`src/rtl/mem_ctrl_pkg.sv`:
```
// ---------------------------------------------------------------------------
// mem_ctrl_pkg : shared types and tables for the data memory controller
// Rev 1.0
// ---------------------------------------------------------------------------
`default_nettype none

package mem_ctrl_pkg;

  localparam logic [15:0] SP_RESET_DEFAULT    = 16'd2043;
  localparam logic [15:0] STACK_LIMIT_DEFAULT = 16'd1024;

  typedef enum logic [2:0] {
    OP_PUSH = 3'd0,
    OP_POP  = 3'd1,
    OP_CALL = 3'd2,
    OP_RET  = 3'd3,
    OP_INT  = 3'd4,
    OP_RTI  = 3'd5
  } stk_op_t;

  typedef enum logic [1:0] {
    ST_IDLE     = 2'd0,
    ST_PUSH_SEQ = 2'd1,
    ST_POP_SEQ  = 2'd2,
    ST_DONE     = 2'd3
  } state_t;

  function automatic logic [1:0] beat_count(input logic [2:0] op);
    case (op)
      OP_PUSH, OP_POP: beat_count = 2'd1;
      OP_CALL, OP_RET: beat_count = 2'd2;
      OP_INT,  OP_RTI: beat_count = 2'd3;
      default:         beat_count = 2'd0;
    endcase
  endfunction

  function automatic logic op_is_push(input logic [2:0] op);
    op_is_push = (op == OP_PUSH) || (op == OP_CALL) || (op == OP_INT);
  endfunction

  function automatic logic op_is_pop(input logic [2:0] op);
    op_is_pop = (op == OP_POP) || (op == OP_RET) || (op == OP_RTI);
  endfunction

endpackage

`default_nettype wire

```
`src/rtl/data_mem_ctrl_if.sv`:
```
// ---------------------------------------------------------------------------
// data_mem_ctrl_if : load/store, stack-op and memory signals of the controller
// Rev 1.0
// ---------------------------------------------------------------------------
`default_nettype none

interface data_mem_ctrl_if;
  logic        ls_req;
  logic        ls_we;
  logic [15:0] ls_addr;
  logic [15:0] ls_wdata;
  logic        ls_gnt;
  logic [15:0] ls_rdata;

  logic        stk_req;
  logic [2:0]  stk_op;
  logic [15:0] stk_wdata;
  logic [31:0] stk_pc;
  logic [15:0] stk_flags;
  logic [15:0] stk_rdata;
  logic [31:0] stk_pc_out;
  logic [15:0] stk_flags_out;
  logic        stk_done;
  logic        stk_err;
  logic        busy;
  logic [15:0] sp;

  logic        mem_re;
  logic        mem_we;
  logic [15:0] mem_raddr;
  logic [15:0] mem_waddr;
  logic [15:0] mem_wdata;
  logic [15:0] mem_rdata;

  modport slave (
    input  ls_req, ls_we, ls_addr, ls_wdata,
    input  stk_req, stk_op, stk_wdata, stk_pc, stk_flags,
    input  mem_rdata,
    output ls_gnt, ls_rdata,
    output stk_rdata, stk_pc_out, stk_flags_out, stk_done, stk_err, busy, sp,
    output mem_re, mem_we, mem_raddr, mem_waddr, mem_wdata
  );

  modport master (
    output ls_req, ls_we, ls_addr, ls_wdata,
    output stk_req, stk_op, stk_wdata, stk_pc, stk_flags,
    output mem_rdata,
    input  ls_gnt, ls_rdata,
    input  stk_rdata, stk_pc_out, stk_flags_out, stk_done, stk_err, busy, sp,
    input  mem_re, mem_we, mem_raddr, mem_waddr, mem_wdata
  );
endinterface

`default_nettype wire

```
`src/rtl/stack_ptr_unit.sv`:
```
// ---------------------------------------------------------------------------
// stack_ptr_unit : stack pointer register with empty / limit detection
// Rev 1.0
// ---------------------------------------------------------------------------
`default_nettype none

module stack_ptr_unit
  import mem_ctrl_pkg::*;
#(
  parameter logic [15:0] SP_RESET    = SP_RESET_DEFAULT,
  parameter logic [15:0] STACK_LIMIT = STACK_LIMIT_DEFAULT
) (
  input  logic        clk,
  input  logic        rst,
  input  logic        inc,
  input  logic        dec,
  output logic [15:0] sp,
  output logic        empty,
  output logic        at_limit
);

  always_ff @(posedge clk or posedge rst) begin
    if (rst) begin
      sp <= SP_RESET;
    end else if (dec) begin
      sp <= sp - 16'd1;
    end else if (inc) begin
      sp <= sp + 16'd1;
    end
  end

  assign empty    = (sp == SP_RESET);
  assign at_limit = (sp == STACK_LIMIT);

endmodule

`default_nettype wire

```
`src/rtl/data_mem_ctrl.sv`:
```
// ---------------------------------------------------------------------------
// data_mem_ctrl : arbitrates the data memory between load/store and stack ops
// Rev 1.0
// ---------------------------------------------------------------------------
`default_nettype none

module data_mem_ctrl
  import mem_ctrl_pkg::*;
#(
  parameter logic [15:0] SP_RESET    = SP_RESET_DEFAULT,
  parameter logic [15:0] STACK_LIMIT = STACK_LIMIT_DEFAULT
) (
  input  logic            clk,
  input  logic            rst,
  data_mem_ctrl_if.slave  bus
);

  state_t      state;
  logic [1:0]  beat;
  logic [2:0]  op_q;
  logic [15:0] wdata_q;
  logic [31:0] pc_q;
  logic [15:0] flags_q;
  logic [15:0] rdata_q;
  logic [31:0] pc_out_q;
  logic [15:0] flags_out_q;
  logic        done_q;
  logic        err_q;

  logic [15:0] sp;
  logic        sp_empty;
  logic        sp_at_limit;
  logic        sp_inc;
  logic        sp_dec;
  logic [1:0]  last_beat;
  logic        ls_gnt;
  logic [15:0] push_word;

  stack_ptr_unit #(
    .SP_RESET    (SP_RESET),
    .STACK_LIMIT (STACK_LIMIT)
  ) u_sp (
    .clk      (clk),
    .rst      (rst),
    .inc      (sp_inc),
    .dec      (sp_dec),
    .sp       (sp),
    .empty    (sp_empty),
    .at_limit (sp_at_limit)
  );

  assign last_beat = beat_count(op_q) - 2'd1;
  assign ls_gnt    = bus.ls_req & (state == ST_IDLE) & ~bus.stk_req;

  // Push word order puts the PC high half deepest so pops come back low-first.
  always_comb begin
    push_word = wdata_q;
    case (op_q)
      OP_CALL: push_word = (beat == 2'd0) ? pc_q[31:16] : pc_q[15:0];
      OP_INT: begin
        case (beat)
          2'd0:    push_word = pc_q[31:16];
          2'd1:    push_word = pc_q[15:0];
          default: push_word = flags_q;
        endcase
      end
      default: push_word = wdata_q;
    endcase
  end

  always_comb begin
    bus.mem_re    = 1'b0;
    bus.mem_we    = 1'b0;
    bus.mem_raddr = 16'd0;
    bus.mem_waddr = 16'd0;
    bus.mem_wdata = 16'd0;
    sp_inc        = 1'b0;
    sp_dec        = 1'b0;
    case (state)
      ST_IDLE: begin
        if (ls_gnt) begin
          if (bus.ls_we) begin
            bus.mem_we    = 1'b1;
            bus.mem_waddr = bus.ls_addr;
            bus.mem_wdata = bus.ls_wdata;
          end else begin
            bus.mem_re    = 1'b1;
            bus.mem_raddr = bus.ls_addr;
          end
        end
      end
      ST_PUSH_SEQ: begin
        if (!sp_at_limit) begin
          bus.mem_we    = 1'b1;
          bus.mem_waddr = sp;
          bus.mem_wdata = push_word;
          sp_dec        = 1'b1;
        end
      end
      ST_POP_SEQ: begin
        if (!sp_empty) begin
          bus.mem_re    = 1'b1;
          bus.mem_raddr = sp + 16'd1;
          sp_inc        = 1'b1;
        end
      end
      default: ;
    endcase
  end

  always_ff @(posedge clk or posedge rst) begin
    if (rst) begin
      state       <= ST_IDLE;
      beat        <= 2'd0;
      op_q        <= 3'd0;
      wdata_q     <= 16'd0;
      pc_q        <= 32'd0;
      flags_q     <= 16'd0;
      rdata_q     <= 16'd0;
      pc_out_q    <= 32'd0;
      flags_out_q <= 16'd0;
      done_q      <= 1'b0;
      err_q       <= 1'b0;
    end else begin
      done_q <= 1'b0;
      case (state)
        ST_IDLE: begin
          if (bus.stk_req) begin
            op_q        <= bus.stk_op;
            wdata_q     <= bus.stk_wdata;
            pc_q        <= bus.stk_pc;
            flags_q     <= bus.stk_flags;
            beat        <= 2'd0;
            rdata_q     <= 16'd0;
            pc_out_q    <= 32'd0;
            flags_out_q <= 16'd0;
            err_q       <= 1'b0;
            if (op_is_push(bus.stk_op)) begin
              state <= ST_PUSH_SEQ;
            end else if (op_is_pop(bus.stk_op)) begin
              state <= ST_POP_SEQ;
            end else begin
              state  <= ST_DONE;
              done_q <= 1'b1;
              err_q  <= 1'b1;
            end
          end
        end
        ST_PUSH_SEQ: begin
          if (sp_at_limit) begin
            state  <= ST_DONE;
            done_q <= 1'b1;
            err_q  <= 1'b1;
          end else if (beat == last_beat) begin
            state  <= ST_DONE;
            done_q <= 1'b1;
          end else begin
            beat <= beat + 2'd1;
          end
        end
        ST_POP_SEQ: begin
          if (sp_empty) begin
            state       <= ST_DONE;
            done_q      <= 1'b1;
            err_q       <= 1'b1;
            rdata_q     <= 16'd0;
            pc_out_q    <= 32'd0;
            flags_out_q <= 16'd0;
          end else begin
            case (op_q)
              OP_POP: rdata_q <= bus.mem_rdata;
              OP_RET: begin
                if (beat == 2'd0) pc_out_q[15:0]  <= bus.mem_rdata;
                else              pc_out_q[31:16] <= bus.mem_rdata;
              end
              OP_RTI: begin
                case (beat)
                  2'd0:    flags_out_q     <= bus.mem_rdata;
                  2'd1:    pc_out_q[15:0]  <= bus.mem_rdata;
                  default: pc_out_q[31:16] <= bus.mem_rdata;
                endcase
              end
              default: ;
            endcase
            if (beat == last_beat) begin
              state  <= ST_DONE;
              done_q <= 1'b1;
            end else begin
              beat <= beat + 2'd1;
            end
          end
        end
        default: begin
          state <= ST_IDLE;
          err_q <= 1'b0;
        end
      endcase
    end
  end

  assign bus.ls_gnt        = ls_gnt;
  assign bus.ls_rdata      = (ls_gnt & ~bus.ls_we) ? bus.mem_rdata : 16'd0;
  assign bus.stk_rdata     = rdata_q;
  assign bus.stk_pc_out    = pc_out_q;
  assign bus.stk_flags_out = flags_out_q;
  assign bus.stk_done      = done_q;
  assign bus.stk_err       = err_q;
  assign bus.busy          = (state != ST_IDLE);
  assign bus.sp            = sp;

endmodule

`default_nettype wire

```
`src/flat_wrapper.sv`:
```
// flat-port wrapper written by rule: the top's interface ports become plain ports
module data_mem_ctrl_flat import mem_ctrl_pkg::*;
#(
  parameter logic [15:0] SP_RESET    = SP_RESET_DEFAULT,
  parameter logic [15:0] STACK_LIMIT = STACK_LIMIT_DEFAULT
)
  (clk, rst, bus_ls_req, bus_ls_we, bus_ls_addr, bus_ls_wdata, bus_stk_req, bus_stk_op, bus_stk_wdata, bus_stk_pc, bus_stk_flags, bus_mem_rdata, bus_ls_gnt, bus_ls_rdata, bus_stk_rdata, bus_stk_pc_out, bus_stk_flags_out, bus_stk_done, bus_stk_err, bus_busy, bus_sp, bus_mem_re, bus_mem_we, bus_mem_raddr, bus_mem_waddr, bus_mem_wdata);
  data_mem_ctrl_if bus_i ();
  input  logic clk;
  input  logic rst;
  input wire logic [$bits(bus_i.ls_req)-1:0] bus_ls_req;
  input wire logic [$bits(bus_i.ls_we)-1:0] bus_ls_we;
  input wire logic [$bits(bus_i.ls_addr)-1:0] bus_ls_addr;
  input wire logic [$bits(bus_i.ls_wdata)-1:0] bus_ls_wdata;
  input wire logic [$bits(bus_i.stk_req)-1:0] bus_stk_req;
  input wire logic [$bits(bus_i.stk_op)-1:0] bus_stk_op;
  input wire logic [$bits(bus_i.stk_wdata)-1:0] bus_stk_wdata;
  input wire logic [$bits(bus_i.stk_pc)-1:0] bus_stk_pc;
  input wire logic [$bits(bus_i.stk_flags)-1:0] bus_stk_flags;
  input wire logic [$bits(bus_i.mem_rdata)-1:0] bus_mem_rdata;
  output wire logic [$bits(bus_i.ls_gnt)-1:0] bus_ls_gnt;
  output wire logic [$bits(bus_i.ls_rdata)-1:0] bus_ls_rdata;
  output wire logic [$bits(bus_i.stk_rdata)-1:0] bus_stk_rdata;
  output wire logic [$bits(bus_i.stk_pc_out)-1:0] bus_stk_pc_out;
  output wire logic [$bits(bus_i.stk_flags_out)-1:0] bus_stk_flags_out;
  output wire logic [$bits(bus_i.stk_done)-1:0] bus_stk_done;
  output wire logic [$bits(bus_i.stk_err)-1:0] bus_stk_err;
  output wire logic [$bits(bus_i.busy)-1:0] bus_busy;
  output wire logic [$bits(bus_i.sp)-1:0] bus_sp;
  output wire logic [$bits(bus_i.mem_re)-1:0] bus_mem_re;
  output wire logic [$bits(bus_i.mem_we)-1:0] bus_mem_we;
  output wire logic [$bits(bus_i.mem_raddr)-1:0] bus_mem_raddr;
  output wire logic [$bits(bus_i.mem_waddr)-1:0] bus_mem_waddr;
  output wire logic [$bits(bus_i.mem_wdata)-1:0] bus_mem_wdata;
  assign bus_i.ls_req = bus_ls_req;
  assign bus_i.ls_we = bus_ls_we;
  assign bus_i.ls_addr = bus_ls_addr;
  assign bus_i.ls_wdata = bus_ls_wdata;
  assign bus_i.stk_req = bus_stk_req;
  assign bus_i.stk_op = bus_stk_op;
  assign bus_i.stk_wdata = bus_stk_wdata;
  assign bus_i.stk_pc = bus_stk_pc;
  assign bus_i.stk_flags = bus_stk_flags;
  assign bus_i.mem_rdata = bus_mem_rdata;
  assign bus_ls_gnt = bus_i.ls_gnt;
  assign bus_ls_rdata = bus_i.ls_rdata;
  assign bus_stk_rdata = bus_i.stk_rdata;
  assign bus_stk_pc_out = bus_i.stk_pc_out;
  assign bus_stk_flags_out = bus_i.stk_flags_out;
  assign bus_stk_done = bus_i.stk_done;
  assign bus_stk_err = bus_i.stk_err;
  assign bus_busy = bus_i.busy;
  assign bus_sp = bus_i.sp;
  assign bus_mem_re = bus_i.mem_re;
  assign bus_mem_we = bus_i.mem_we;
  assign bus_mem_raddr = bus_i.mem_raddr;
  assign bus_mem_waddr = bus_i.mem_waddr;
  assign bus_mem_wdata = bus_i.mem_wdata;
  data_mem_ctrl #(.SP_RESET(SP_RESET), .STACK_LIMIT(STACK_LIMIT)) u_core (.clk(clk), .rst(rst), .bus(bus_i));
endmodule
```
`config.mk`:
```
export PLATFORM = sky130hd
export DESIGN_NAME = data_mem_ctrl_flat
export DESIGN_NICKNAME = d
export VERILOG_FILES = /design/src/rtl/mem_ctrl_pkg.sv /design/src/rtl/data_mem_ctrl_if.sv /design/src/rtl/stack_ptr_unit.sv /design/src/rtl/data_mem_ctrl.sv /design/src/flat_wrapper.sv
export SDC_FILE = /design/constraint.sdc
export NUM_CORES = 1
export LEC_CHECK = 0
export BUFFER_PORTS_ARGS = -buffer_cell sky130_fd_sc_hd__buf_2
export CAP_MARGIN = 20
export CORE_MARGIN = 2
export CORE_UTILIZATION = 47
export CTS_CLUSTER_DIAMETER = 60
export CTS_CLUSTER_SIZE = 12
export DETAILED_ROUTE_END_ITERATION = 8
export PLACE_DENSITY = 0.78
export SETUP_SLACK_MARGIN = 0.5
export SYNTH_ARGS = -nofsm -noshare
export SYNTH_HDL_FRONTEND = slang
export SYNTH_SLANG_ARGS = --single-unit
```
`constraint.sdc`:
```
create_clock -name clk -period 5.4 [get_ports clk]
set_clock_uncertainty 0.15 [all_clocks]
set_input_delay 1.35 -clock clk [delete_from_list [all_inputs] [get_ports clk]]
set_output_delay 1.35 -clock clk [all_outputs]
set_load 0.01 [all_outputs]
```
### Word level (Yosys, flattened, before mapping)

Cells that the tools add are included.

* muxes and demuxes: 67
* $add $sub $neg: 4
* equality and inequality tests: 29
* bitwise operators: 5
* reduce and logical (&&, ||, !) cells: 23

Operators by type and width (count)
* $mux 16: 22
* $pmux 16 s2: 7
* $pmux 32 s2: 2
* $mux 32: 2
* $eq 16x11->1 const B: 2
* $mux 1: 18
* $mux 2: 9
* $pmux 2 s3: 3
* $add 16x1->16 const B: 1
* $ne 4x3->1 const B: 4
* $sub 16x1->16 const B: 1
* $eq 3x2->1 const B: 4
* $eq 3x3->1 const B: 4
* $reduce_and 5->1: 2
* $reduce_and 4->1: 2
* $reduce_or 2->1: 4
* $eq 3x1->1 const B: 2
* $logic_not 3->1: 2
* $ne 2x2->1 const B: 3
* $ne 3x2->1 const B: 2
* $pmux 1 s3: 2
* $reduce_and 3->1: 2
* $reduce_bool 2->1: 3
* $eq 2x1->1 const B: 2
* 14 further kinds: 23

* word-level logic and storage cells: 141
* input port bits: 120
* register bits after elaboration: 153
* output and inout bits: 150

### Depth between registers and ports, before layout

Gate-level depths: netlist of the first run.

* depth in word-level cells: 8
* mapped depth: 10
* mapped depth without buffers: 7

### Hierarchy

From an unflattened synthesis of the first run, not the netlist that was laid out.

* cell total of the unflattened synthesis: 843
* area total of the unflattened synthesis: 8719.6 µm²

By module, submodules not included
* data_mem_ctrl: cells each 678, area each 7317.0 µm², sequential area each 3428.3 µm², times used 1
* stack_ptr_unit: cells each 165, area each 1402.6 µm², sequential area each 412.9 µm², times used 1

### Worst setup path after synthesis of the first run

No wires, ideal clock.

* path kind: input -> output
* start point: input port bus_stk_req
* end point: output port bus_mem_waddr[10]
* stages on the path: 5
* data required time: 3.900 ns
* slack: 1.419 ns
* arrival time: 2.481 ns
* path buffers: 2
* cells stage by stage: nor2b_1 and3_1 clkbuf_1 clkbuf_1 a22o_1

* word-level cells in the longest chain between the ends: 4

RTL lines
* from (decl): line flat_wrapper.sv:15 `input wire logic [$bits(bus_i.stk_req)-1:0] bus_stk_req;`
* $not 1->1: line data_mem_ctrl.sv:53 `assign ls_gnt = bus.ls_req & (state == ST_IDLE) & ~bus.stk_req;`
* $and 1x1->1: line data_mem_ctrl.sv:53
* $mux 16: line data_mem_ctrl.sv:81 `if (ls_gnt) begin`
* $pmux 16 s2: line data_mem_ctrl.sv:79 `case (state)`
* to (decl): line flat_wrapper.sv:33 `output wire logic [$bits(bus_i.mem_waddr)-1:0] bus_mem_waddr;`

Every way passes these cells.

### Worst setup path after layout of the first run

* start point: register u_core.beat[0]
* end point: output port bus_mem_wdata[2]

* word-level cells in the longest chain between the ends: 5
* elaborated cells between the ends (all ways): 7
* those cells by class: 1 x eq/ne; 5 x mux; 1 x reduce/logical

RTL lines
* from (decl): line data_mem_ctrl.sv:19 `logic [1:0] beat;`
* from (signal assigned): line data_mem_ctrl.sv:158 `beat <= beat + 2'd1;`
* from (signal assigned): line data_mem_ctrl.sv:189 `beat <= beat + 2'd1;`
* $eq 2x1->1 / $logic_not 2->1 (equally long branches): line data_mem_ctrl.sv:61, data_mem_ctrl.sv:59
* $pmux 16 s2 / $mux 16 (equally long branches): line data_mem_ctrl.sv:61, data_mem_ctrl.sv:59
* $pmux 16 s2 (*): line data_mem_ctrl.sv:58 `case (op_q)`
* $mux 16 (*): line data_mem_ctrl.sv:93 `if (!sp_at_limit) begin`
* $pmux 16 s2 (*): line data_mem_ctrl.sv:79
* to (decl): line flat_wrapper.sv:34 `output wire logic [$bits(bus_i.mem_wdata)-1:0] bus_mem_wdata;`

Every way passes the cells marked *; elsewhere a longest branch is shown, timed or not.

==> results of run 1 <==
layout by cell type (no fill, tap or decap), drive strengths merged, types with 5 or more instances in the layout:
cell type    n
nand4        9
mux2i       19
inv         20
a22o        18
xor2        10
nor3         9
o31ai        8
xnor2       18
nand3       11
mux2        99
nor2b       21
dfstp       10
nor2        31
and2        33
clkinv       5
a21oi       36
ha          10
a311oi      16
dfrtp      143
a221oi      16
a22oi        5
nand2      100
clkbuf      17
buf        288
o21ai       68
routing by layer:
metal	wire (um)	track usage, %	vias to the layer above	part of all wire [%]
met2	10900	38.7	266	47
met4	686	10.2	0	3.0
met5	0	0	-	0
met1	10400	32.8	3453	45
met3	1270	4.92	46	5.5
li1	-	-	3395	-
cell type report:
cell class	instances	area share (%)
flip-flops and latches	153	36.3
clock buffers	17	4.02
well taps	229	2.71
repair buffers	288	14.3
inverters	13	0.497
clock inverters	15	1.67
multi-input cells	580	40.5
worst max-delay path: stages, from the launching register on:
cell	delay [ns]
dfrtp_1	0.41
inv_1	0.14
ha_2	0.69
buf_4	0.29
nor2b_1	0.06
a311oi_1	0.23
a21oi_1	0.10
a221oi_1	0.40
o21ai_0	0.11
buf_2	0.17
report_power, final:
group	total, mW	internal (mW)	switching (mW)
Sequential	2.08	1.66	0.414
Combinational	3.18	1.45	1.73
Clock	1.19	0.627	0.568
kinds of logic after synthesis:
group | synth area share [%]
buffers and inverters | 4.77
adders and majority gates | 1.47
and+or+nand+nor | 14.4
AOI/OAI and AO/OA | 15.0
xor gates and xnor gates | 2.89
DFF | 45.2
muxes | 16.3
worst min path at each step:
stage                                      from                     endpoint  slack [ns]
global route            u_core.bus.stk_rdata[4]      u_core.bus.stk_rdata[4]        0.35
finish              u_core.bus.stk_flags_out[1]  u_core.bus.stk_flags_out[1]        0.33
detailed placement      u_core.bus.stk_rdata[4]      u_core.bus.stk_rdata[4]        0.32
global placement    u_core.bus.stk_flags_out[2]  u_core.bus.stk_flags_out[2]        0.31
floorplan                    u_core.flags_q[10]           u_core.flags_q[10]        0.32
CTS                     u_core.bus.stk_rdata[4]      u_core.bus.stk_rdata[4]        0.33
state kept, by name (all words and copies together) (netlist names):
signal / count
u_core.bus.stk_rdata: 16
u_core.pc_q: 32
u_core.beat: 2
u_core.wdata_q: 16
u_core.bus.stk_flags_out: 16
u_core.flags_q: 16
u_core.u_sp.sp: 16
u_core.bus.stk_done: 1
u_core.state: 2
u_core.op_q: 3
u_core.bus.stk_pc_out: 32
u_core.bus.stk_err: 1
==> flow_results.xml, run 1 <==
<?xml version="1.0" encoding="UTF-8"?>
<metrics>
  <group name="floorplan">
    <metric name="total_die_area" unit="mm^2">0.0192</metric>
    <metric name="die_x" unit="um">138</metric>
    <metric name="floorplan.initialDensity" unit="%">47.6</metric>
    <metric name="fp.dieH" unit="um">138</metric>
    <metric name="floorplan_core_area" unit="mm^2">0.0178</metric>
    <metric name="standard_cell_rows" unit="">49</metric>
    <metric name="top_level_ports" unit="">270</metric>
  </group>
  <group name="critical_path">
    <metric name="crit_path_end" unit="">bus_mem_wdata[2]</metric>
    <metric name="worst-r2r-setup-slack" unit="ns">2.34</metric>
    <metric name="start_kind" unit="">flip-flop</metric>
    <metric name="crit-reg2reg-capture" unit="">u_core.bus.stk_pc_out[30]</metric>
    <metric name="worst_setup_path_startpoint" unit="">u_core.beat[0]</metric>
    <metric name="critical_path_class" unit="">flip-flop to output port</metric>
    <metric name="reg2reg_from" unit="">u_core.state[0]</metric>
    <metric name="critPathCaptureType" unit="">output port</metric>
    <metric name="cp_max_fo" unit="">30</metric>
    <metric name="critical_path_required" unit="ns">3.90</metric>
    <metric name="r2r_cells" unit="">7</metric>
    <metric name="cp_arrival" unit="ns">3.04</metric>
  </group>
  <group name="cells_and_area">
    <metric name="proportion_of_layout_cells_with_a_drive_suffix_above_1" unit="%">42.7</metric>
    <metric name="antenna-diode-count" unit="">0</metric>
    <metric name="finish.cell_count_without_fillers" unit="">1295</metric>
    <metric name="layout_filler_cell_count" unit="">1505</metric>
    <metric name="fin_nets" unit="">1183</metric>
    <metric name="fin_area" unit="mm^2">0.0106</metric>
    <metric name="utilization" unit="%">59.3</metric>
    <metric name="multi_input_comb_area" unit="mm^2">0.00429</metric>
    <metric name="area_growth" unit="%">24.6</metric>
    <metric name="sequential_cell_area" unit="mm^2">0.00384</metric>
  </group>
  <group name="clock_tree">
    <metric name="tritoncts" unit="">done</metric>
    <metric name="ctsResizeCount" unit="">0</metric>
    <metric name="numClockSinks" unit="">153</metric>
    <metric name="hold_buffers" unit="">0</metric>
    <metric name="h-tree-depth" unit="">4</metric>
    <metric name="clock_latency" unit="ns">0.43</metric>
    <metric name="postCtsSetupRepairBufs" unit="">0</metric>
    <metric name="cts_buffers" unit="">17</metric>
    <metric name="cts_root_buf" unit="">clkbuf_16</metric>
    <metric name="clk_transition_reported_paths" unit="ns">0.07</metric>
    <metric name="clockBufferDepth" unit="">2</metric>
  </group>
  <group name="sta">
    <metric name="unrepaired_setup_endpoints_after_global_routing" unit="">no</metric>
    <metric name="fmaxAchievable" unit="MHz">220</metric>
    <metric name="worst_slew_margin" unit="%">40.8</metric>
    <metric name="timing_hold_violations_final" unit="">0</metric>
    <metric name="finalCritPeriodShare" unit="%">84.1</metric>
    <metric name="final-max-slew-violation-count" unit="">0</metric>
    <metric name="worstMarginPinSlew" unit="ns">0.889</metric>
    <metric name="final_critical_path_setup_slack" unit="ns">0.858</metric>
    <metric name="whs" unit="ns">0.330</metric>
    <metric name="setup_violations" unit="">0</metric>
    <metric name="timing.setup.tns" unit="ns">0</metric>
    <metric name="layout_min_cycle_time" unit="ns">4.54</metric>
  </group>
  <group name="logic_synthesis">
    <metric name="number_of_flops_mapped_to_enable_cells_by_yosys" unit="">0</metric>
    <metric name="avgSynthCellArea" unit="um^2">10.4</metric>
    <metric name="leading_cell_type_by_number_of_instances_after_synthesis" unit="">dfrtp_1</metric>
    <metric name="netlist_top_cells_count" unit="">143 x dfrtp_1, 99 x nand2_1, 79 x mux2_2, 66 x o21ai_0, 47 x clkbuf_1</metric>
    <metric name="asyncSetResetFlopFracSynth" unit="%">100</metric>
    <metric name="synth.distinct_cells" unit="">63</metric>
    <metric name="synth-seq-cells" unit="">153</metric>
    <metric name="post_synth_instance_area" unit="mm^2">0.00849</metric>
    <metric name="synth.top_cells.by_area" unit="">dfrtp_1 42%, mux2_2 10%, nand2_1 4.4%</metric>
    <metric name="post_synth_inst_count" unit="">816</metric>
    <metric name="synthesis.nets" unit="">946</metric>
    <metric name="yosys_warnings" unit="">0</metric>
    <metric name="synthDominantAreaCellType" unit="">dfrtp_1</metric>
    <metric name="synth.top_cell.area_share" unit="%">42.1</metric>
    <metric name="yosysSeqAreaShare" unit="%">45.2</metric>
    <metric name="synthFlopType" unit="">dfrtp_1</metric>
  </group>
  <group name="placed_design">
    <metric name="dpl.hpwl" unit="um">16400</metric>
    <metric name="placed_cells_incl_taps" unit="">1261</metric>
    <metric name="gp_congestion" unit="">0.878</metric>
    <metric name="preCtsSetupSlack" unit="ns">1.14</metric>
    <metric name="io_buffers" unit="">269</metric>
    <metric name="placed_area" unit="mm^2">0.00995</metric>
  </group>
  <group name="route">
    <metric name="detail_route_antenna_nets" unit="">0</metric>
    <metric name="detail_route.wl_per_cell" unit="um">17.9</metric>
    <metric name="wirelength" unit="um">23200</metric>
    <metric name="route.detailed.vias_per_inst" unit="">5.53</metric>
    <metric name="detailedRoute.firstPassIterationCount" unit="">5</metric>
    <metric name="number_of_vias_in_the_routed_layout" unit="">7160</metric>
    <metric name="remaining_drc_errors" unit="">0</metric>
    <metric name="detail_route.iter0.violations" unit="">393</metric>
  </group>
  <group name="global_route">
    <metric name="number_of_antenna_violations_at_the_first_check_in_global_routing" unit="">1</metric>
    <metric name="first_pass_grt_wire_length" unit="um">37500</metric>
    <metric name="grt_max_degree" unit="">95</metric>
    <metric name="grt_pass1_vias" unit="">6992</metric>
    <metric name="grt_overflow_total" unit="">0</metric>
    <metric name="grt_usage" unit="%">24.4</metric>
  </group>
  <group name="hold_path">
    <metric name="hold-path-cell-count" unit="">2</metric>
    <metric name="holdCritPathClass" unit="">flip-flop to flip-flop</metric>
  </group>
  <group name="outcome">
    <metric name="status" unit="">finished clean</metric>
  </group>
  <group name="pwr">
    <metric name="power.ir.vdd_worst" unit="uV">306</metric>
    <metric name="p_leak" unit="nW">5.13</metric>
    <metric name="total_power" unit="mW">6.46</metric>
    <metric name="p_per_area" unit="mW/mm^2">610</metric>
  </group>
  <group name="flow_run">
    <metric name="max_cap_viol_count" unit="">0</metric>
  </group>
</metrics>
Note: power is estimated with default switching activity, not from simulation.
==> run 2, diff against run 1 <==
--- a/config.mk
+++ b/config.mk
@@ -8,11 +8,11 @@
 export BUFFER_PORTS_ARGS = -buffer_cell sky130_fd_sc_hd__buf_2
 export CAP_MARGIN = 20
 export CORE_MARGIN = 2
-export CORE_UTILIZATION = 47
+export CORE_UTILIZATION = 52
 export CTS_CLUSTER_DIAMETER = 60
 export CTS_CLUSTER_SIZE = 12
 export DETAILED_ROUTE_END_ITERATION = 8
-export PLACE_DENSITY = 0.78
+export PLACE_DENSITY = 0.81
 export SETUP_SLACK_MARGIN = 0.5
 export SYNTH_ARGS = -nofsm -noshare
 export SYNTH_HDL_FRONTEND = slang
==> constraint.sdc (replaced) <==
create_clock -name clk -period 4.51 [get_ports clk]
set_clock_uncertainty 0.15 [all_clocks]
set_input_delay 1.1275 -clock clk [delete_from_list [all_inputs] [get_ports clk]]
set_output_delay 1.1275 -clock clk [all_outputs]
set_load 0.01 [all_outputs]
==> flow_results.xml, run 2 (same netlist as run 1, synthesis figures left out) <==
<?xml version="1.0" encoding="UTF-8"?>
<metrics>
  <group name="global_route">
    <metric name="grt.met2_usage" unit="%">46.3</metric>
    <metric name="number_of_antenna_violations_at_the_first_check_in_global_routing" unit="">1</metric>
    <metric name="grt_overflow_total" unit="">0</metric>
    <metric name="grt_use_met3" unit="%">6.38</metric>
    <metric name="first_pass_grt_wire_length" unit="um">37800</metric>
    <metric name="grt_pass1_vias" unit="">6992</metric>
    <metric name="grt_max_degree" unit="">69</metric>
    <metric name="grt-busiest-layer" unit="">met2</metric>
    <metric name="grt_usage" unit="%">27.2</metric>
    <metric name="gr-usage-met1" unit="%">35.3</metric>
  </group>
  <group name="critical_path">
    <metric name="critical_path_class" unit="">flip-flop to output port</metric>
    <metric name="path_cells" unit="">inv_1, ha_1, nor4b_2, nand4_1, buf_4, nand2_2, buf_12, o21ai_0, buf_2</metric>
    <metric name="cp_max_fo" unit="">20</metric>
    <metric name="crit_path_top_delay_cell" unit="">dfstp_2</metric>
    <metric name="path_buf_inv" unit="">4</metric>
    <metric name="critPathCaptureType" unit="">output port</metric>
    <metric name="start_kind" unit="">flip-flop</metric>
    <metric name="cp_arrival" unit="ns">2.58</metric>
    <metric name="critical-path-max-stage-delay" unit="ns">0.62</metric>
    <metric name="worst_path_dominant_cell_family" unit="">buffers and inverters</metric>
    <metric name="critical_path_required" unit="ns">3.23</metric>
  </group>
  <group name="sta">
    <metric name="worst_slew_margin" unit="%">41.1</metric>
    <metric name="final_critical_path_setup_slack" unit="ns">0.650</metric>
    <metric name="fmaxAchievable" unit="MHz">259</metric>
    <metric name="timing.setup.tns" unit="ns">0</metric>
    <metric name="setup_violations" unit="">0</metric>
    <metric name="finalCritPeriodShare" unit="%">85.6</metric>
    <metric name="worstMarginPinSlew" unit="ns">0.884</metric>
    <metric name="unrepaired_setup_endpoints_after_global_routing" unit="">yes</metric>
    <metric name="final-max-slew-violation-count" unit="">0</metric>
    <metric name="timing_hold_violations_final" unit="">0</metric>
    <metric name="whs" unit="ns">0.328</metric>
    <metric name="layout_min_cycle_time" unit="ns">3.86</metric>
  </group>
  <group name="cells_and_area">
    <metric name="layout_filler_cell_count" unit="">1272</metric>
    <metric name="leading_cell_type_in_the_layout_fill_and_taps_excluded" unit="">buf_2</metric>
    <metric name="most_frequent_cells_in_the_layout" unit="">269 x buf_2, 143 x dfrtp_1, 97 x nand2_1, 79 x mux2_2, 66 x o21ai_0</metric>
    <metric name="utilization" unit="%">67.0</metric>
    <metric name="antenna-diode-count" unit="">0</metric>
    <metric name="proportion_of_layout_cells_with_a_drive_suffix_above_1" unit="%">43.7</metric>
    <metric name="fin_nets" unit="">1191</metric>
    <metric name="area_growth" unit="%">25.8</metric>
    <metric name="fin_area" unit="mm^2">0.0107</metric>
  </group>
  <group name="floorplan">
    <metric name="top_level_ports" unit="">270</metric>
    <metric name="floorplan.initialDensity" unit="%">53.3</metric>
    <metric name="total_die_area" unit="mm^2">0.0174</metric>
    <metric name="fp.dieH" unit="um">132</metric>
    <metric name="floorplan_core_area" unit="mm^2">0.0159</metric>
    <metric name="die_x" unit="um">132</metric>
    <metric name="standard_cell_rows" unit="">46</metric>
  </group>
  <group name="clock_tree">
    <metric name="tritoncts" unit="">done</metric>
    <metric name="h-tree-depth" unit="">4</metric>
    <metric name="hold_buffers" unit="">0</metric>
    <metric name="cts_buffers" unit="">17</metric>
    <metric name="clk_transition_reported_paths" unit="ns">0.07</metric>
    <metric name="clockBufferDepth" unit="">2</metric>
    <metric name="numClockSinks" unit="">153</metric>
    <metric name="clock_latency" unit="ns">0.42</metric>
    <metric name="cts_root_buf" unit="">clkbuf_16</metric>
  </group>
  <group name="route">
    <metric name="wirelength" unit="um">23700</metric>
    <metric name="number_of_vias_in_the_routed_layout" unit="">7282</metric>
    <metric name="detail_route.wl_per_cell" unit="um">18.4</metric>
    <metric name="remaining_drc_errors" unit="">0</metric>
    <metric name="route.detailed.vias_per_inst" unit="">5.64</metric>
    <metric name="detail_route_antenna_nets" unit="">0</metric>
    <metric name="detail_route.iter0.violations" unit="">481</metric>
    <metric name="detailedRoute.firstPassIterationCount" unit="">5</metric>
  </group>
  <group name="flow_run">
    <metric name="max_cap_viol_count" unit="">0</metric>
  </group>
  <group name="pwr">
    <metric name="p_per_area" unit="mW/mm^2">731</metric>
    <metric name="p_leak" unit="nW">5.17</metric>
    <metric name="power.ir.vdd_worst" unit="uV">445</metric>
  </group>
  <group name="placed_design">
    <metric name="gp_congestion" unit="">0.887</metric>
    <metric name="dpl.hpwl" unit="um">16600</metric>
    <metric name="preCtsSetupSlack" unit="ns">0.746</metric>
    <metric name="placed_area" unit="mm^2">0.00995</metric>
    <metric name="io_buffers" unit="">269</metric>
  </group>
  <group name="outcome">
    <metric name="status" unit="">finished clean</metric>
  </group>
  <group name="hold_path">
    <metric name="holdCritPathClass" unit="">flip-flop to flip-flop</metric>
  </group>
</metrics>
[run 2: cell count changes in the layout (fill, tap and decap cells not counted), moves of 2 or more]
cell / delta
ha_1: -2
nand2_2: +2
buf_4: +4
clkinv_8: -3
buf_12: +4
nor2b_1: -2
clkinv_2: +2
[run 2: path summary, 6_finish.rpt]
check / start / to / slack [ns] / cells past startpoint
setup reg to reg: u_core.state[0] / u_core.bus.stk_pc_out[17] / 1.27 / 7
hold / removal: u_core.bus.stk_rdata[10] / u_core.bus.stk_rdata[10] / 0.33 / 2
min in group asynchronous: rst / u_core.flags_q[3] / 0.45 / 2
hold reg to reg: u_core.bus.stk_rdata[10] / u_core.bus.stk_rdata[10] / 0.33 / 2
max in group asynchronous: rst / u_core.bus.stk_rdata[9] / 2.96 / 4
setup / recovery: u_core.u_sp.sp[0] / bus_mem_waddr[1] / 0.65 / 9
[run 2: final cells by class]
class	count	area (um^2)	area share (%)
multi-input cells	581	4320	40.5
flip-flops and latches	153	3840	36.0
clock inverters	15	156	1.46
well taps	216	270	2.53
repair buffers	295	1610	15.1
clock buffers	17	425	3.98
inverters	13	52.6	0.492
[run 2: power breakdown]
part           internal [mW]  switching [mW]
Combinational           1.81            2.10
Sequential              1.99           0.508
Clock                  0.781           0.624
[run 2: through the flow]
stage | total power, mW | instances
2_1_floorplan | 5.16 | 816
3_3_place_gp | 6.19 | 1248
3_5_place_dp | 6.29 | 1248
4_1_cts | 7.74 | 1281
5_1_grt | 8.32 | 1290
6_report | 7.81 | 1290
[run 2: worst reg2reg max path, cell delays in order, from the launching register on]
cell,delay (ns)
dfrtp_1,0.43
inv_1,0.12
ha_1,0.38
inv_1,0.35
o21ai_4,0.43
nand2_1,0.22
o2bb2ai_4,0.61
mux2_2,0.43
[run 2: what timing repair did]
item / CTS / global route
pin swaps: 0 / 2
gates cloned: 1 / 0
setup endpoints to repair: 12 / 51
buffers inserted: 0 / 7
gates resized for setup: 3 / 10
[run 2: per-layer routing]
layer / part of all wire (%) / wire length, um
met5: 0 / 0
met4: 1.5 / 348
met3: 7.0 / 1660
met2: 50 / 11700
met1: 42 / 9960
==> run 3, diff against run 2 <==
--- a/config.mk
+++ b/config.mk
@@ -8,11 +8,12 @@
 export BUFFER_PORTS_ARGS = -buffer_cell sky130_fd_sc_hd__buf_2
 export CAP_MARGIN = 20
 export CORE_MARGIN = 2
-export CORE_UTILIZATION = 52
+export CORE_UTILIZATION = 53
+export CTS_BUF_LIST = sky130_fd_sc_hd__clkbuf_8
 export CTS_CLUSTER_DIAMETER = 60
 export CTS_CLUSTER_SIZE = 12
 export DETAILED_ROUTE_END_ITERATION = 8
-export PLACE_DENSITY = 0.81
+export PLACE_DENSITY = 0.83
 export SETUP_SLACK_MARGIN = 0.5
 export SYNTH_ARGS = -nofsm -noshare
 export SYNTH_HDL_FRONTEND = slang
==> flow_results.xml, run 3 (same netlist as run 1, synthesis figures left out) <==
<?xml version="1.0" encoding="UTF-8"?>
<metrics>
  <group name="sta">
    <metric name="worst_slew_margin" unit="%">43.1</metric>
    <metric name="timing_hold_violations_final" unit="">0</metric>
    <metric name="finalCritPeriodShare" unit="%">86.4</metric>
    <metric name="final-max-slew-violation-count" unit="">0</metric>
    <metric name="worstMarginPinSlew" unit="ns">0.853</metric>
    <metric name="unrepaired_setup_endpoints_after_global_routing" unit="">yes</metric>
    <metric name="setup_violations" unit="">0</metric>
    <metric name="final_critical_path_setup_slack" unit="ns">0.615</metric>
    <metric name="fmaxAchievable" unit="MHz">257</metric>
    <metric name="layout_min_cycle_time" unit="ns">3.90</metric>
    <metric name="timing.setup.tns" unit="ns">0</metric>
  </group>
  <group name="cells_and_area">
    <metric name="most_frequent_cells_in_the_layout" unit="">269 x buf_2, 143 x dfrtp_1, 97 x nand2_1, 79 x mux2_2, 66 x o21ai_0</metric>
    <metric name="layout_filler_cell_count" unit="">1238</metric>
    <metric name="multi_input_comb_area" unit="mm^2">0.00434</metric>
    <metric name="fin_area" unit="mm^2">0.0105</metric>
    <metric name="antenna-diode-count" unit="">0</metric>
    <metric name="finish.cell_count_without_fillers" unit="">1284</metric>
    <metric name="area_growth" unit="%">23.4</metric>
    <metric name="proportion_of_layout_cells_with_a_drive_suffix_above_1" unit="%">43.5</metric>
    <metric name="fin_nets" unit="">1185</metric>
    <metric name="leading_cell_type_in_the_layout_fill_and_taps_excluded" unit="">buf_2</metric>
    <metric name="sequential_cell_area" unit="mm^2">0.00384</metric>
  </group>
  <group name="route">
    <metric name="detail_route.iter0.violations" unit="">525</metric>
    <metric name="wirelength" unit="um">23400</metric>
    <metric name="detail_route_antenna_nets" unit="">0</metric>
    <metric name="detail_route.wl_per_cell" unit="um">18.2</metric>
    <metric name="number_of_vias_in_the_routed_layout" unit="">7285</metric>
    <metric name="route.detailed.vias_per_inst" unit="">5.67</metric>
    <metric name="remaining_drc_errors" unit="">0</metric>
    <metric name="detailedRoute.firstPassIterationCount" unit="">5</metric>
  </group>
  <group name="clock_tree">
    <metric name="clk_transition_reported_paths" unit="ns">0.11</metric>
    <metric name="numClockSinks" unit="">153</metric>
    <metric name="tritoncts" unit="">done</metric>
    <metric name="cts_buffers" unit="">17</metric>
    <metric name="cts_root_buf" unit="">clkbuf_8</metric>
    <metric name="clock_latency" unit="ns">0.46</metric>
    <metric name="clockBufferDepth" unit="">2</metric>
    <metric name="hold_buffers" unit="">0</metric>
    <metric name="h-tree-depth" unit="">4</metric>
  </group>
  <group name="critical_path">
    <metric name="path_common_cell" unit="">inv_1</metric>
    <metric name="start_kind" unit="">flip-flop</metric>
    <metric name="reg2reg_from" unit="">u_core.state[0]</metric>
    <metric name="critical-path-max-stage-delay" unit="ns">0.46</metric>
    <metric name="crit-reg2reg-capture" unit="">u_core.bus.stk_pc_out[31]</metric>
    <metric name="critPathCaptureType" unit="">output port</metric>
    <metric name="path_cells" unit="">inv_1, ha_1, inv_1, nor2_2, a22o_1, buf_2</metric>
    <metric name="crit_path_top_delay_cell" unit="">dfrtp_1</metric>
    <metric name="cp_max_fo" unit="">7</metric>
    <metric name="critical_path_class" unit="">flip-flop to output port</metric>
    <metric name="r2r_cells" unit="">7</metric>
    <metric name="worst-r2r-setup-slack" unit="ns">1.26</metric>
    <metric name="critical_path_required" unit="ns">3.23</metric>
    <metric name="cp_arrival" unit="ns">2.62</metric>
  </group>
  <group name="floorplan">
    <metric name="standard_cell_rows" unit="">46</metric>
    <metric name="die_x" unit="um">131</metric>
    <metric name="fp.dieH" unit="um">131</metric>
    <metric name="floorplan.initialDensity" unit="%">53.8</metric>
    <metric name="floorplan_core_area" unit="mm^2">0.0158</metric>
    <metric name="total_die_area" unit="mm^2">0.0171</metric>
    <metric name="top_level_ports" unit="">270</metric>
  </group>
  <group name="global_route">
    <metric name="grt_usage" unit="%">26.8</metric>
    <metric name="first_pass_grt_wire_length" unit="um">35300</metric>
    <metric name="grt-busiest-layer" unit="">met2</metric>
    <metric name="gr-usage-met1" unit="%">34.3</metric>
    <metric name="grt_overflow_total" unit="">0</metric>
    <metric name="grt_max_degree" unit="">69</metric>
    <metric name="grt_pass1_vias" unit="">6714</metric>
    <metric name="number_of_antenna_violations_at_the_first_check_in_global_routing" unit="">0</metric>
    <metric name="grt_use_met3" unit="%">6.68</metric>
    <metric name="grt.met2_usage" unit="%">45.5</metric>
  </group>
  <group name="pwr">
    <metric name="p_per_area" unit="mW/mm^2">709</metric>
    <metric name="power.ir.vdd_worst" unit="uV">380</metric>
    <metric name="p_leak" unit="nW">5.06</metric>
  </group>
  <group name="placed_design">
    <metric name="dpl.hpwl" unit="um">16500</metric>
    <metric name="placed_area" unit="mm^2">0.00995</metric>
    <metric name="io_buffers" unit="">269</metric>
    <metric name="preCtsSetupSlack" unit="ns">0.617</metric>
    <metric name="placed_cells_incl_taps" unit="">1247</metric>
    <metric name="gp_congestion" unit="">0.861</metric>
  </group>
  <group name="hold_path">
    <metric name="holdPathEnd" unit="">u_core.bus.stk_rdata[8]</metric>
    <metric name="worst_hold_startpoint" unit="">u_core.bus.stk_rdata[8]</metric>
    <metric name="hold-path-cell-count" unit="">2</metric>
    <metric name="holdCritPathClass" unit="">flip-flop to flip-flop</metric>
  </group>
  <group name="flow_run">
    <metric name="max_cap_viol_count" unit="">0</metric>
  </group>
  <group name="outcome">
    <metric name="status" unit="">finished clean</metric>
  </group>
</metrics>
==> run 3: changes by cell type in the layout (fill, tap and decap cells not counted), sizes merged <==
cell / delta
buf: -6
clkinv: +1
inv: +1
bufinv: -1
clkinvlp: -1
==> run 3: what timing repair did <==
action                     in CTS  in global routing
setup endpoints to repair      30                 41
pin swaps                       0                  1
gates cloned                    1                  0
gates resized for setup         6                 10
setup buffers                   0                  1
==> run 3: layout make-up <==
class	count	share of cell area, %
inverters	13	0.501
multi-input cells	581	41.4
repair buffers	289	15.0
flip-flops and latches	153	36.6
clock buffers	17	2.23
well taps	216	2.58
clock inverters	15	1.64
==> run 3: how the worst max path moves through the flow <==
stage	from	endpoint	slack (ns)	cells after the start
floorplan	bus_stk_req	bus_mem_waddr[10]	0.97	5
detailed placement	bus_stk_req	bus_mem_raddr[13]	0.62	8
CTS	u_core.u_sp.sp[1]	bus_mem_raddr[14]	0.45	6
finish	u_core.state[0]	bus_mem_raddr[1]	0.61	6
global placement	bus_stk_req	bus_mem_raddr[13]	0.64	8
global route	u_core.state[0]	bus_mem_raddr[10]	0.50	6
==> run 3: worst max-delay path, delay by kind of cell (launching register included) <==
family / cells / cell delay, ns
buf+inv: 3 / 0.61
flops: 1 / 0.46
simple gates: 1 / 0.44
fa+ha+maj: 1 / 0.39
compound gates: 1 / 0.25
==> run 3: routing by layer <==
metal / vias up / wire, um
li1: 3399 / -
met1: 3514 / 9670
met2: 339 / 11600
met3: 33 / 1750
met4: 0 / 310
met5: - / 0
==> run 3: stage by stage <==
| step | power, mW | hold slack (ns) | util [%] |
|---|---|---|---|
| 2_1_floorplan | 5.16 | 0.321 | - |
| 3_3_place_gp | 6.15 | 0.307 | 63.1 |
| 3_5_place_dp | 6.27 | 0.315 | 63.1 |
| 4_1_cts | 7.37 | 0.338 | 65.8 |
| 5_1_grt | 7.92 | 0.356 | 66.5 |
| 6_report | 7.43 | 0.337 | 66.5 |
==> run 3: power breakdown <==
group / internal, mW / total (mW) / switching, mW
sequential: 1.99 / 2.50 / 0.507
combinational: 1.78 / 3.88 / 2.10
clock: 0.422 / 1.05 / 0.627
total: 4.19 / 7.43 / 3.23
